--- config.mk ---
export PLATFORM = sky130hd
export DESIGN_NAME = trap_ctrl
export DESIGN_NICKNAME = d
export VERILOG_FILES = /design/src/rtl/core_config_pkg.sv /design/src/rtl/trap_target_calc.sv /design/src/rtl/trap_ctrl.sv
export SDC_FILE = /design/constraint.sdc
export NUM_CORES = 1
export LEC_CHECK = 0
export BUFFER_PORTS_ARGS = -buffer_cell sky130_fd_sc_hd__clkbuf_2
export CAP_MARGIN = 15
export CORE_MARGIN = 2
export CORE_UTILIZATION = 52
export DETAILED_ROUTE_END_ITERATION = 12
export GPL_ROUTABILITY_DRIVEN = 1
export PLACE_DENSITY = 0.84
export SETUP_SLACK_MARGIN = 0.1
export SKIP_CTS_REPAIR_TIMING = 1
export SLEW_MARGIN = 10
export SYNTH_ARGS = -nofsm -noshare
export SYNTH_HDL_FRONTEND = slang
export SYNTH_SLANG_ARGS = --single-unit
--- constraint.sdc ---
create_clock -name clk -period 3 [get_ports clk]
set_input_delay 0.15 -clock clk [delete_from_list [all_inputs] [get_ports clk]]
set_output_delay 0.15 -clock clk [all_outputs]
set_load 0.05 [all_outputs]
--- src/rtl/core_config_pkg.sv ---
// Shared core configuration: CSR address map, trap sequencer state encoding
// and the mstatus bit positions used when entering and leaving a trap.
package core_config_pkg;

  typedef enum logic [11:0] {
    r_NONE    = 12'h000,
    r_MSTATUS = 12'h300,
    r_MTVEC   = 12'h305,
    r_MEPC    = 12'h341,
    r_MCAUSE  = 12'h342,
    r_MTVAL   = 12'h343
  } csr_t;

  typedef enum logic [2:0] {
    IDLE,
    W_EPC,
    W_CAUSE,
    W_TVAL,
    W_STATUS,
    M_STATUS,
    REDIRECT
  } trap_state_t;

  localparam int MSTATUS_MIE_BIT  = 3;
  localparam int MSTATUS_MPIE_BIT = 7;
  localparam int MSTATUS_MPP_MSB  = 12;
  localparam int MSTATUS_MPP_LSB  = 11;

endpackage

--- src/rtl/trap_target_calc.sv ---
// Trap entry target from mtvec and mcause. Vectored interrupt dispatch is
// included only when TRAP_VECTORED_EN is defined; otherwise direct mode.
module trap_target_calc #(
  parameter int XLEN = 32
) (
  input  logic [XLEN-1:0] mtvec,
  input  logic [XLEN-1:0] cause,
  output logic [XLEN-1:0] target
);

  logic [XLEN-1:0] base;
  logic            unused_cause;

  assign base         = mtvec & ~XLEN'(3);
  assign unused_cause = ^cause;

`ifdef TRAP_VECTORED_EN
  always_comb begin
    target = base;
    if (mtvec[1:0] == 2'b01 && cause[XLEN-1])
      target = base + (XLEN'(cause[4:0]) << 2);
  end
`else
  assign target = base;
`endif

endmodule

--- src/rtl/trap_ctrl.sv ---
// Machine-mode trap entry / MRET sequencer driving the CSR write port and the
// fetch redirect. Vectored trap targets are enabled by TRAP_VECTORED_EN.
//
// state    | meaning
// IDLE     | waiting for trap_req / mret_req
// W_EPC    | flush, write mepc
// W_CAUSE  | write mcause
// W_TVAL   | write mtval
// W_STATUS | read-modify-write mstatus for trap entry
// M_STATUS | flush, read-modify-write mstatus for MRET
// REDIRECT | one-cycle fetch redirect to mtvec target or mepc
module trap_ctrl
  import core_config_pkg::*;
#(
  parameter int XLEN = 32
) (
  input  logic            clk,
  input  logic            rst_n,
  input  logic            trap_req,
  input  logic [XLEN-1:0] trap_pc,
  input  logic [XLEN-1:0] trap_cause,
  input  logic [XLEN-1:0] trap_val,
  input  logic            mret_req,
  output logic            busy,
  output logic            flush,
  output logic            redirect_valid,
  output logic [XLEN-1:0] redirect_pc,
  output logic            csr_we,
  output csr_t            csr_waddr,
  output logic [XLEN-1:0] csr_wdata,
  output csr_t            csr_raddr,
  input  logic [XLEN-1:0] csr_rdata
);

  trap_state_t     state, state_nx;
  logic [XLEN-1:0] pc_q, cause_q, val_q;
  logic            mret_q;
  logic [XLEN-1:0] target;
  logic [XLEN-1:0] status_v;

  trap_target_calc #(.XLEN(XLEN)) u_target (
    .mtvec  (csr_rdata),
    .cause  (cause_q),
    .target (target)
  );

  always_ff @(posedge clk or negedge rst_n) begin
    if (!rst_n) state <= IDLE;
    else        state <= state_nx;
  end

  // Request context is captured only on acceptance; later requests are ignored.
  always_ff @(posedge clk or negedge rst_n) begin
    if (!rst_n) begin
      pc_q    <= '0;
      cause_q <= '0;
      val_q   <= '0;
      mret_q  <= 1'b0;
    end else if (state == IDLE) begin
      if (trap_req) begin
        pc_q    <= trap_pc;
        cause_q <= trap_cause;
        val_q   <= trap_val;
        mret_q  <= 1'b0;
      end else if (mret_req) begin
        mret_q  <= 1'b1;
      end
    end
  end

  always_comb begin
    state_nx = state;
    case (state)
      IDLE: begin
        if (trap_req)      state_nx = W_EPC;
        else if (mret_req) state_nx = M_STATUS;
      end
      W_EPC:    state_nx = W_CAUSE;
      W_CAUSE:  state_nx = W_TVAL;
      W_TVAL:   state_nx = W_STATUS;
      W_STATUS: state_nx = REDIRECT;
      M_STATUS: state_nx = REDIRECT;
      REDIRECT: state_nx = IDLE;
      default:  state_nx = IDLE;
    endcase
  end

  always_comb begin
    busy           = (state != IDLE);
    flush          = 1'b0;
    redirect_valid = 1'b0;
    redirect_pc    = '0;
    csr_we         = 1'b0;
    csr_waddr      = r_NONE;
    csr_wdata      = '0;
    csr_raddr      = r_NONE;
    status_v       = csr_rdata;
    case (state)
      W_EPC: begin
        flush     = 1'b1;
        csr_we    = 1'b1;
        csr_waddr = r_MEPC;
        csr_wdata = pc_q & ~XLEN'(1);
      end
      W_CAUSE: begin
        csr_we    = 1'b1;
        csr_waddr = r_MCAUSE;
        csr_wdata = cause_q;
      end
      W_TVAL: begin
        csr_we    = 1'b1;
        csr_waddr = r_MTVAL;
        csr_wdata = val_q;
      end
      W_STATUS: begin
        csr_raddr = r_MSTATUS;
        status_v[MSTATUS_MPIE_BIT] = csr_rdata[MSTATUS_MIE_BIT];
        status_v[MSTATUS_MIE_BIT]  = 1'b0;
        status_v[MSTATUS_MPP_MSB:MSTATUS_MPP_LSB] = 2'b11;
        csr_we    = 1'b1;
        csr_waddr = r_MSTATUS;
        csr_wdata = status_v;
      end
      M_STATUS: begin
        flush     = 1'b1;
        csr_raddr = r_MSTATUS;
        status_v[MSTATUS_MIE_BIT]  = csr_rdata[MSTATUS_MPIE_BIT];
        status_v[MSTATUS_MPIE_BIT] = 1'b1;
        status_v[MSTATUS_MPP_MSB:MSTATUS_MPP_LSB] = 2'b11;
        csr_we    = 1'b1;
        csr_waddr = r_MSTATUS;
        csr_wdata = status_v;
      end
      REDIRECT: begin
        redirect_valid = 1'b1;
        if (mret_q) begin
          csr_raddr   = r_MEPC;
          redirect_pc = csr_rdata & ~XLEN'(1);
        end else begin
          csr_raddr   = r_MTVEC;
          redirect_pc = target;
        end
      end
      default: ;
    endcase
  end

endmodule

# == Yosys cells after proc, flatten, opt, wreduce, memory -nomap -nowiden ==
# Cells that the tools add are included.
# word_totals
in_bits,132
ff_bits,100
out_inout_bits,92
# classes
eq_ne,7
n_reduce_logical,8
mux,14
# ops
cell,n
$pmux W32 S5,1
$pmux W10 S4,1
$mux W32,1
$pmux W10 S2,1
$pmux W3 S5,1
$eq A3 B3 Y1 const B,3
$mux W7,1
$eq A3 B2 Y1 const B,2
$mux W3,2
$mux W1,5
$reduce_or A5 Y1,1
$reduce_and A2 Y1,2
$reduce_or A2 Y1,2
$eq A3 B1 Y1 const B,1
$logic_not A3 Y1,1
$ne A3 B3 Y1 const B,1
$reduce_bool A3 Y1,1
$mux W2,1
$reduce_bool A2 Y1,1

# == Logic depth before layout (Yosys ltp) ==
# logic_depth
depth_word,3
ltp_mapped,7
depth_no_buf,3

# == Modules after synthesis ==
# A second synthesis with hierarchy kept.
# hier_totals
hier_cells,480
area_unflattened_um2,5730.5
# modules_own_cells
module,area_per_inst_um2,cells_per_inst,n_inst
trap_ctrl,5486.5,447,1
trap_target_calc,244.0,33,1

# == Least setup slack after synthesis ==
# Ideal clock, no wire load.
# synth_path
path_type,register -> output
startpoint,register state[1]
endpoint,output port csr_wdata[3]
arrival_time_ns,2.802
path_stages_with_launch,5
setup_slack_ns,0.048
path_buffers,1
cell_sequence,dfrtp_1 > clkbuf_1 > nor2b_1 > a22oi_1 > o21ai_0
# synth_between
elab_chain_len,2
# synth_lines
item,line,source
start: declaration,trap_ctrl.sv:35,"trap_state_t state, state_nx;"
start signal: assignment,trap_ctrl.sv:49,else state <= state_nx;
$eq A3 B3 Y1 (tied with other cells),trap_ctrl.sv:98,case (state)
$pmux W32 S5 (*),trap_ctrl.sv:98,
end: declaration,trap_ctrl.sv:30,"output logic [XLEN-1:0] csr_wdata,"
# Every way passes the cells marked *; elsewhere a longest branch is shown, timed or not.

# == Worst setup path in the final report ==
# layout_path
startpoint,register state[2]
endpoint,output port csr_wdata[7]
# Same word-level chain as after synthesis.

==> impl_summary.txt <==
----------------------------------------------------
[Critical path]
  Crit path DAT ... approximately 2.6 ns
  CP Max Fanout ... 19
  Delay of the slowest critical-path stage ... 0.58 ns
  Crit path required time ... 2.85 ns
  Kind of end point of the critical path ... output port
  FF-to-FF setup slack ... 0.74 ns
  Reg-to-reg critical path startpoint ... state[0]
  Cell chain of the critical path ... buf_4, nor2b_2, buf_12, o21ai_0, o211ai_1, clkbuf_2
  Number of buffers and inverters on the critical path ... 3
  Critical path launch point ... state[2]
  Category of the critical setup timing path ... reg2out
  Family with the most delay on the worst path ... buffers and inverters
  Critical path startpoint category ... flop
  Max stage delay cell, worst path ... sky130_fd_sc_hd__nor2b_2

[Synth]
  Share of synthesized area occupied by flip-flops and latches ... 0.479
  Gate count of the mapped netlist ... 400
  Avg Inst Size Synth ... 12.9 µm²
  Ranking of synthesized cells by area ... sky130_fd_sc_hd__dfrtp_1 (48%), sky130_fd_sc_hd__mux2_2 (12%), sky130_fd_sc_hd__mux2_4 (11%)
  Post-Synthesis Cell Area ... 5170 µm²
  Area share of the leading cell type in the synthesized netlist ... 0.479
  Yosys Warn Count ... 0
  Largest area contributor in the netlist ... sky130_fd_sc_hd__dfrtp_1
  Number of register bits inferred by synthesis ... just under 100
  Cell variety after synth ... 33

[Routing]
  DRC violation count after routing ... 0
  Vias ... 4455
  Initial detailed-routing violation count ... 231
  First-pass iteration count of the detailed router ... 4
  Number of routed nets with antenna violations ... 0
  DR WL/cell ... roughly 19 µm
  Detail-routed via count per cell ... between 5 and 6
  Total Wirelength ... approximately 16000 µm

[Power]
  Switching share of power ... 0.511
  Static Leak ... around 3.5 nW
  Logic gate share of total power ... 0.605
  Net Sw Power ... 0.00435 W
  Internal power ... ~0.0042 W
  Clock network fraction of design power ... 0.094
  Worst IR Drop VDD ... ~760 µV
  Share of total power in sequential cells ... 0.301
  Power Dens Cells ... 1180 nW/µm²
  Overall power ... between 0.008 and 0.009 W

[Clock network]
  Num Clock Sinks ... 99
  Worst-path clk slew ... 0.10 ns
  Clock network latency to the later pin of the worst-skew pair ... between 0.3 and 0.4 ns
  Deepest clock path buffer count ... 2
  CTS tree ... yes
  TritonCTS buffer count ... 9
  Clk root buf ... sky130_fd_sc_hd__clkbuf_8
  Clock H-tree levels ... 3

[STA]
  Headroom to the max-slew limit ... 0.547
  Total negative slack for setup checks ... 0 ns
  Final setup vio count ... 0
  Time the worst path needs with I/O delays and setup ... 2.73 ns
  Post-Route Hold Slack ... 0.0124 ns
  Setup repair after global routing missed its margin ... no
  Final Hold Fails ... 0
  Number of max-slew violations in the final report ... 0
  Post-route clock period utilization ... 0.911
  Slew at the pin closest to its max-slew limit ... 0.676 ns
  Clock tree skew after final layout ... 0.0129 ns
  Maximum frequency from static timing analysis ... 366 MHz

[Global routing]
  First-pass GRT wire length ... 20800 µm
  Antenna violations before repair ... 0
  GRT Util Overall ... 0.245
  Grt ovf ... 0
  Maximum number of pins on one net before global-route repair ... 86
  Vias in the first global route ... about 4k

[Floorplan]
  Standard-cell rows ... 36
  Ports placed on the boundary ... 224
  Effective utilization at floorplan ... 0.531
  Horizontal die dimension ... 104 µm
  Placeable core area ... approximately 9700 µm²
  DIE AREA ... 10800 µm²
  Vertical die dimension ... 104 µm

[Final layout]
  Ratio of cells with drive above 1 in the final layout ... 0.496
  Leading cell type in the layout, fill and taps excluded ... sky130_fd_sc_hd__clkbuf_2
  Number of nets at the end of the flow ... around 810
  Final Instance Count excl. Fillers ... a little over 800
  Number of diodes ... 0
  Area of all placed cells without fillers ... 7240 µm²
  Commonest non-fill, non-tap cells in the layout ... sky130_fd_sc_hd__clkbuf_2 (206), sky130_fd_sc_hd__dfrtp_1 (98), sky130_fd_sc_hd__dlygate4sd3_1 (82)
  Area growth from synthesis to final layout ... 40.1%

[Placement]
  Placed instance count ... 718
  Placed Instance Area ... roughly 6200 µm²
  Final HPWL DP ... around 9400 µm
  RD Place Congestion ... 0.913
  Port Buf Inserts ... 207

[Min path]
  Worst Min Path Start ... trap_pc[5]
  Worst min-delay path category ... in2reg

[Status]
  Result of the run ... finished clean

[Run]
  Count of maximum capacitance violations ... 0

----------------------------------------------------
-- sequential cells by signal, summed over array words and instances, names as in the netlist --
name     cells
val_q       32
state        3
cause_q     32
mret_q       1
pc_q        31
-- layer usage --
| metal | vias to the layer above | global-route usage | wire, µm | share of wire |
|---|---|---|---|---|
| li1 | 1976 | - | - | - |
| met3 | 47 | 0.0692 | 846 | 0.053 |
| met5 | - | 0 | 0 | 0 |
| met1 | 2208 | 0.297 | 5960 | 0.38 |
| met2 | 224 | 0.421 | 8510 | 0.54 |
| met4 | 0 | 0.0878 | 537 | 0.034 |
-- synthesized netlist by cell type --
cell type,instances
sky130_fd_sc_hd__buf_2,7
sky130_fd_sc_hd__buf_6,1
sky130_fd_sc_hd__buf_8,1
sky130_fd_sc_hd__mux2_4,39
sky130_fd_sc_hd__inv_1,3
sky130_fd_sc_hd__and3_1,1
sky130_fd_sc_hd__a22oi_1,2
sky130_fd_sc_hd__mux2i_1,31
sky130_fd_sc_hd__nand2_1,5
sky130_fd_sc_hd__nand3_1,1
sky130_fd_sc_hd__mux2_2,57
sky130_fd_sc_hd__nor2_1,5
sky130_fd_sc_hd__dfrtp_1,99
sky130_fd_sc_hd__o22ai_1,2
sky130_fd_sc_hd__o21ai_0,30
sky130_fd_sc_hd__nand2b_1,1
sky130_fd_sc_hd__buf_12,4
sky130_fd_sc_hd__and2_1,32
sky130_fd_sc_hd__buf_1,1
sky130_fd_sc_hd__nor3_1,1
sky130_fd_sc_hd__a21boi_0,1
sky130_fd_sc_hd__buf_4,23
sky130_fd_sc_hd__o31a_1,1
sky130_fd_sc_hd__nor3_4,1
sky130_fd_sc_hd__xnor2_1,1
sky130_fd_sc_hd__nor2_2,1
sky130_fd_sc_hd__o211ai_1,1
sky130_fd_sc_hd__clkbuf_1,12
sky130_fd_sc_hd__nor2b_1,2
sky130_fd_sc_hd__a32oi_1,27
sky130_fd_sc_hd__or2b_1,1
sky130_fd_sc_hd__conb_1,1
sky130_fd_sc_hd__a21oi_1,5
-- worst paths after layout --
check / to / cells after the start
max in group asynchronous: pc_q[11] / 4
worst min register to register: cause_q[31] / 1
worst max-delay path: csr_wdata[7] / 6
worst min-delay path: pc_q[5] / 2
min in group asynchronous: val_q[2] / 2
worst max register to register: pc_q[11] / 4
-- power groups by stage --
stage          clock network (W)  logic, W  registers, W
2_1_floorplan                  0   0.00409       0.00230
3_3_place_gp                   0   0.00485       0.00247
3_5_place_dp                   0   0.00496       0.00253
4_1_cts                 0.000821   0.00497       0.00251
5_1_grt                 0.000885   0.00539       0.00264
6_report                0.000799   0.00515       0.00256
-- cell type report --
| cell class | count | area (µm²) |
|---|---|---|
| clock buffer | 9 | 124 |
| clock inverter | 7 | 52.6 |
| fill | 624 | 2490 |
| inverter | 3 | 11.3 |
| multi-input combinational | 263 | 2380 |
| sequential | 99 | 2480 |
| tap | 133 | 166 |
| timing repair buffer | 303 | 2030 |
-- through the flow --
| stage | utilization | setup slack, ns |
|---|---|---|
| 3_5_place_dp | 0.639 | 0.743 |
| 6_report | 0.744 | 0.266 |
| 5_1_grt | 0.744 | 0.123 |
| 2_1_floorplan | - | 0.364 |
| 3_3_place_gp | 0.639 | 0.792 |
| 4_1_cts | 0.658 | 0.337 |
-- logic make-up after synthesis --
kind of cell,count (synthesis),share of synthesized area
other,1,0.000726
AO/OA/AOI/OAI,69,0.0896
multiplexers,127,0.298
AND/OR/NAND/NOR,51,0.0586
XOR/XNOR,1,0.00170
buffers and inverters,52,0.0724
flip-flops,99,0.479
(Power assumes the default switching activity.)
